### src/rtl/db_mem_dump.sv
// db_mem_dump: debug initiator that stalls the pipeline, sweeps data memory through
// the MEM-stage debug port and streams each word MSB-first as bytes to the UART.
module db_mem_dump #(
   parameter int MEM_WORDS = 64,
   parameter int ADDR_W    = 32
) (
   input  logic              clk,
   input  logic              rst_n,
   input  logic              start,
   input  logic [31:0]       mem_data,
   input  logic              tx_ready,
   output logic [ADDR_W-1:0] db_dir_mem,
   output logic              db_lector,
   output logic              db_stall,
   output logic [7:0]        tx_data,
   output logic              tx_valid,
   output logic              busy,
   output logic              done
);
   localparam int CW = (MEM_WORDS > 1) ? $clog2(MEM_WORDS) : 1;
   typedef enum logic [2:0] {IDLE, ADDR, LATCH, SEND, DONE} state_t;
   state_t        state;
   logic [CW-1:0] word_cnt;
   logic [1:0]    byte_cnt;
   logic [31:0]   shift_reg;
   logic          last_word;
   assign last_word = word_cnt == CW'(MEM_WORDS - 1);
   always_ff @(posedge clk or negedge rst_n) begin
      if (!rst_n) begin
         state      <= IDLE;
         word_cnt   <= '0;
         byte_cnt   <= '0;
         shift_reg  <= '0;
         db_dir_mem <= '0;
         db_lector  <= 1'b0;
         db_stall   <= 1'b0;
         tx_data    <= '0;
         tx_valid   <= 1'b0;
         busy       <= 1'b0;
         done       <= 1'b0;
      end else begin
         case (state)
            IDLE: begin
               done <= 1'b0;
               if (start) begin
                  state      <= ADDR;
                  word_cnt   <= '0;
                  db_dir_mem <= '0;
                  db_lector  <= 1'b1;
                  db_stall   <= 1'b1;
                  busy       <= 1'b1;
               end
            end
            ADDR: state <= LATCH;
            LATCH: begin
               state     <= SEND;
               shift_reg <= mem_data;
               tx_data   <= mem_data[31:24];
               tx_valid  <= 1'b1;
               byte_cnt  <= '0;
            end
            SEND: if (tx_ready) begin
               // tx_data is registered, so it is preloaded with the next byte on acceptance
               if (byte_cnt != 2'd3) begin
                  byte_cnt  <= byte_cnt + 2'd1;
                  shift_reg <= {shift_reg[23:0], 8'h00};
                  tx_data   <= shift_reg[23:16];
               end else begin
                  tx_valid <= 1'b0;
                  tx_data  <= '0;
                  if (last_word) begin
                     state      <= DONE;
                     done       <= 1'b1;
                     db_lector  <= 1'b0;
                     db_stall   <= 1'b0;
                     db_dir_mem <= '0;
                  end else begin
                     state      <= ADDR;
                     word_cnt   <= word_cnt + CW'(1);
                     db_dir_mem <= ADDR_W'(word_cnt + CW'(1));
                  end
               end
            end
            DONE: begin
               state    <= IDLE;
               done     <= 1'b0;
               busy     <= 1'b0;
               word_cnt <= '0;
            end
            default: state <= IDLE;
         endcase
      end
   end
endmodule
### config.mk
export PLATFORM = sky130hd
export DESIGN_NAME = db_mem_dump
export DESIGN_NICKNAME = d
export VERILOG_FILES = /design/src/rtl/db_mem_dump.sv
export SDC_FILE = /design/constraint.sdc
export NUM_CORES = 1
export LEC_CHECK = 0
export ABC_AREA = 1
export CORE_ASPECT_RATIO = 0.8
export CORE_MARGIN = 5
export CORE_UTILIZATION = 50
export DETAILED_ROUTE_END_ITERATION = 7
export DONT_BUFFER_PORTS = 1
export SLEW_MARGIN = 25
export SYNTH_ARGS = -nofsm -noshare
export SYNTH_HDL_FRONTEND = slang
export SYNTH_SLANG_ARGS = --single-unit
### constraint.sdc
create_clock -name clk -period 2.34 [get_ports clk]
set_input_delay 0.351 -clock clk [delete_from_list [all_inputs] [get_ports clk]]
set_output_delay 0.351 -clock clk [all_outputs]
set_load 0.05 [all_outputs]
# Yosys cells after proc, flatten, opt, wreduce, memory -nomap -nowiden

Index checks and enable logic that the tools add are counted.
Widths: inputs -> output; s select.

Register bits after elaboration: 79
Bits in latches: 0
Memory bits (writable): 0
Memory bits (read-only): 0
Input bits: 36
Output and inout bits: 45
Word-level logic and storage cells: 78
Memories kept: 0

$add $sub $neg: 3
Multipliers: 0
Divide/modulo/power cells: 0
Order comparisons: 0
Eq/ne operators: 12
Shifts and indexed selects: 0
Muxes and demuxes: 37
Bitwise logic cells: 0
Reductions and logical operators: 16

Operators by type and width:

| kind                | count |
|---|---|
| $mux 32             | 3 |
| $pmux 32 s2         | 1 |
| $mux 24             | 2 |
| $pmux 24 s2         | 1 |
| $mux 6              | 4 |
| $pmux 6 s3          | 1 |
| $mux 8              | 2 |
| $pmux 8 s2          | 1 |
| $ne 2x2->1 const B  | 7 |
| $mux 3              | 4 |
| $pmux 3 s4          | 1 |
| $reduce_and 5->1    | 2 |
| $mux 1              | 9 |
| $reduce_and 3->1    | 3 |
| $pmux 1 s2          | 4 |
| $reduce_and 4->1    | 2 |
| $reduce_bool 2->1   | 4 |
| $add 6x1->7 const B | 1 |
| $mux 7              | 1 |
| $add 6x1->6 const B | 1 |
| $eq 3x2->1 const B  | 2 |
| $eq 6x6->1 const B  | 1 |
| $mux 2              | 2 |
| $pmux 2 s2          | 1 |
| other kinds (7)     | 8 |

# Logic depth before layout (Yosys ltp)

Word-level depth: 5
Gate-level depth with buffers: 9
Gate-level depth less buffers: 8

# Least setup slack after synthesis

Ideal clock, no wire load.

Path type: flip-flop to flip-flop
Start: register state[2]
End: register shift_reg[10]
Library setup time: 0.117 ns
Arrival: 1.214 ns
Data required time: 2.223 ns
Setup slack: 1.009 ns
Cell stages (with the launch flop): 8
Path buffers: 1
Period minus slack after synthesis: 1.331 ns
Cells stage by stage: dfrtp_1 inv_2 nand2_1 a21oi_2 o21ai_4 inv_6 buf_12 o21ai_2

Word-level cells in the longest chain between the ends: 3
Elaborated cells between the ends (all ways): 7
Classes of those cells: eq/ne: 4; mux: 1; reduce/logical: 2

RTL lines:

| what                                                      | RTL line | text |
|---|---|---|
| from (decl)                                               | 22       | `state_t state;` |
| from (signal assigned)                                    | 30       | `state <= IDLE;` |
| from (signal assigned)                                    | 46       | `state <= ADDR;` |
| from (signal assigned)                                    | 54       | `ADDR: state <= LATCH;` |
| $eq 3x2->1                                                | 42       | `case (state)` |
| $ne 2x2->1 (no line) or $reduce_bool 2->1 (tied branches) | -        |  |
| $reduce_and 3->1 (no line)                                | -        |  |
| to (signal assigned)                                      | 57       | `shift_reg <= mem_data;` |
| to (signal assigned)                                      | 66       | `shift_reg <= {shift_reg[23:0], 8'h00};` |
| to (decl)                                                 | 25       | `logic [31:0] shift_reg;` |

Parallel ways exist; a longest one is shown, timed or not.
A chain may end at the register's enable or synchronous reset.

# Final worst setup path

Start: register state[0]
End: register db_dir_mem[3]

Word-level cells in the longest chain between the ends: 3
Elaborated cells between the ends (all ways): 8
Classes of those cells: eq/ne: 4; mux: 1; reduce/logical: 3

RTL lines:

| what                                                      | RTL line | text |
|---|---|---|
| $eq 3x2->1 or $logic_not 3->1 (tied branches)             | 42       |  |
| $ne 2x2->1 (no line) or $reduce_bool 2->1 (tied branches) | -        |  |
| $reduce_and 4->1 (no line)                                | -        |  |
| to (signal assigned)                                      | 80       | `db_dir_mem <= ADDR_W'(word_cnt + CW'(1));` |
| to (decl)                                                 | 12       | `output logic [ADDR_W-1:0] db_dir_mem,` |

Parallel ways exist; a longest one is shown, timed or not.

==> run_results.csv <==
group,metric,value,unit
status,run_status,"finished, final reports clean",
timing,final_period_minus_worst_setup_slack,1.61,ns
critical_path,r2r_end,"db_dir_mem[3]",
placement,gpl.final_weighted_congestion,0.820,
timing,final_min_period_over_clock_period,68.9,%
route,route.vias.total,2027,
clocking,ctsLongestPathBuffers,2,
route,drc,0,
yosys,ys_dominant_reg_cell,"sky130_fd_sc_hd__dfrtp_1",
timing,slew_viol_final,0,
worst_hold_path,end_point_of_the_worst_hold_path,"db_stall",
critical_path,worst_r2r_path_depth,8,
floorplanning,design.portCount,81,
placement,placement.io_buffers,0,
global_route,grtUsageTotal,16.2,%
layout,fillers,538,
layout,mostFrequentLayoutCell,"sky130_fd_sc_hd__nand2_1",
placement,dp_hpwl,4040,um
route,drt.antenna.violating_nets,0,
yosys,ys_async_sr_fraction,100,%
clocking,clock_latency,0.30,ns
yosys,post_synth.cell_area_avg,8.21,sq um
floorplanning,die_width,94.3,um
timing,post-route-worst-setup-slack,0.728,ns
critical_path,critPathMostFrequentCell,"sky130_fd_sc_hd__nand2_2",
critical_path,crit_family,"simple AND/OR/NAND/NOR gates",
global_route,global_route.overflow_total,0,
route,drt-wirelength-per-cell,13.4,um
worst_hold_path,timing.hold.worst_path_depth,2,
timing,fin_worst_skew,0.00828,ns
critical_path,cp_slowest_stage_delay,0.50,ns
critical_path,worstPathCellList,"nand2_2 > nor2_4 > nand2_2 > nand2_2 > nor2_8 > inv_2 > nand2_1 > nand2_1",
floorplanning,initial_core_util,51.7,%
clocking,postCtsSetupBuffers,0,
pwr,vdd_drop_max,0.447,mV
clocking,post_cts_resized,0,
layout,layout-area-overhead-vs-synth,2.73,%
pwr,power.density_cell_area,1430,mW/mm^2
layout,layout-drive-gt1-share,14.1,%
placement,place_worst_setup_slack,0.740,ns
worst_hold_path,worstHoldStart,"start",
route,first_iter_violations,92,
critical_path,crit_arrival,1.86,ns
critical_path,critical_path_data_required_time,2.59,ns
yosys,netlist-cell-type-count,31,
clocking,worst_setup_hold_path_clk_slew,0.09,ns
layout,largest_register_ffs,24,
global_route,vias_in_the_first_global_route,1958,
critical_path,worst_setup_path_end_kind,"flop",
worst_hold_path,hp-class,"primary input to flop",
timing,grt_setup_unrepaired,"no",
timing,finalHoldViolations,0,
timing,maxSlewHeadroom,40.4,%
yosys,syn-cell-area,0.00284,sq mm
yosys,fraction_of_the_yosys_area_taken_by_sequential_cells,47.6,%
layout,post-route-util,53.1,%
yosys,syn-instance-count,346,
placement,placed_cells_incl_taps,416,
yosys,yosysWarningCount,0,
clocking,clock_h_tree_levels,2,
critical_path,critPathSlowestCell,"sky130_fd_sc_hd__dfrtp_1",
global_route,antenna_found_initial,0,
floorplanning,die-area,0.00730,sq mm
layout,storage_element_area,0.00135,sq mm
clocking,cts_inserted_buffers,5,
layout,finalNetCount,385,
critical_path,rrSetupSlack,0.73,ns
timing,setup_total_negative_slack,0,ns
layout,post-route-cell-area,0.00292,sq mm
timing,final-setup-viol-count,0,
global_route,maximum_number_of_pins_on_one_net_before_global_route_repair,55,
clocking,ctsRootBufferMaster,"sky130_fd_sc_hd__clkbuf_8",
route,drt-vias-per-instance,4.76,
timing,maxClockFrequency,0.620,GHz
layout,final-instance-count-excl-fill,426,
global_route,grt_pass1_wl,9450,um
floorplanning,core.rowCount,24,
pwr,leakagePower,1.55,nW
timing,worst_pin_slew,0.894,ns
yosys,post_synth_edffs,0,
layout,most-common-layout-cells,"sky130_fd_sc_hd__nand2_1, sky130_fd_sc_hd__dfrtp_1, sky130_fd_sc_hd__nand3_1",
critical_path,worst-setup-path-type,"flop to flop",
timing,final_hold_slack,0.182,ns
yosys,postSynthRegisterBits,54,
placement,place_area,0.00277,sq mm
critical_path,worstPathMaxFanout,15,
critical_path,timing.critical_path.buf_inv,1,
layout,antenna_cells_inserted,0,
floorplanning,die_height,77.4,um
route,drtPass1Iterations,4,
pwr,fin_total_pwr,4.17,mW
layout,multi_input_comb_area,0.00120,sq mm
job,max_cap_viol_count,0,
clocking,clock-sinks,54,
floorplanning,core_region_area,0.00550,sq mm
critical_path,r2r-start,"state[0]",
clocking,cts_tree,"yes",
route,wirelength,5690,um
critical_path,worst_setup_path_start_kind,"flop",
==> synthesized netlist by cell type (3+ instances only) <==
library cell,number,area [sq um]
sky130_fd_sc_hd__dfrtp_1,54,1350
sky130_fd_sc_hd__o21ai_1,4,20.0
sky130_fd_sc_hd__nand2_1,129,484
sky130_fd_sc_hd__inv_1,18,67.6
sky130_fd_sc_hd__buf_2,3,15.0
sky130_fd_sc_hd__o21ai_2,8,70.1
sky130_fd_sc_hd__o21ai_0,10,50.1
sky130_fd_sc_hd__a21oi_1,3,15.0
sky130_fd_sc_hd__buf_4,28,210
sky130_fd_sc_hd__inv_2,4,15.0
sky130_fd_sc_hd__nand2_2,17,106
sky130_fd_sc_hd__nor2_1,11,41.3
sky130_fd_sc_hd__nand3_1,37,185
==> how the worst max path moves through the flow <==
| stage | from | to | slack (ns) | cells past startpoint |
|---|---|---|---|---|
| 6_report | state[0] | db_dir_mem[3] | 0.73 | 8 |
| 2_1_floorplan | state[2] | shift_reg[10] | 1.01 | 7 |
| 5_1_grt | state[0] | word_cnt[0] | 0.54 | 8 |
| 4_1_cts | state[0] | db_dir_mem[3] | 0.72 | 8 |
| 3_3_place_gp | state[0] | db_dir_mem[3] | 0.78 | 8 |
| 3_5_place_dp | state[0] | db_dir_mem[3] | 0.74 | 8 |
==> final cells by class <==
type / count / area share [%]
sequential: 54 / 46.3
multi-input combinational: 257 / 41.3
clock buffer: 8 / 3.77
tap: 78 / 3.34
inverter: 24 / 3.26
timing repair buffer: 5 / 2.06
==> power breakdown <==
group | switching (mW) | internal [mW] | total [mW]
registers | 0.595 | 1.26 | 1.86
clock network | 0.295 | 0.299 | 0.594
logic | 1.19 | 0.521 | 1.72
==> repair_timing <==
item,4_1_cts,5_1_grt
setup endpoints to repair,0,0
hold buffers,2,0
endpoints found under the hold margin,54,0
==> cells by family after synthesis <==
group                    after synthesis  share of synthesized area [%]
AO/OA/AOI/OAI                         29                           6.83
XOR/XNOR                               2                          0.617
adder cells (fa/ha/maj)                2                          0.881
buffers and inverters                 59                           13.2
flip-flops                            54                           47.6
other                                  1                          0.132
AND/OR/NAND/NOR                      199                           30.8
==> per-layer routing <==
layer | vias up | routed length [um] | global-route usage (%)
li1 | 1032 | - | -
met2 | 59 | 2380 | 23.1
met4 | 0 | 30 | 2.60
met1 | 932 | 2730 | 23.5
met5 | - | 0 | 0
met3 | 4 | 549 | 6.87
Note: power is estimated with default switching activity, not from simulation.
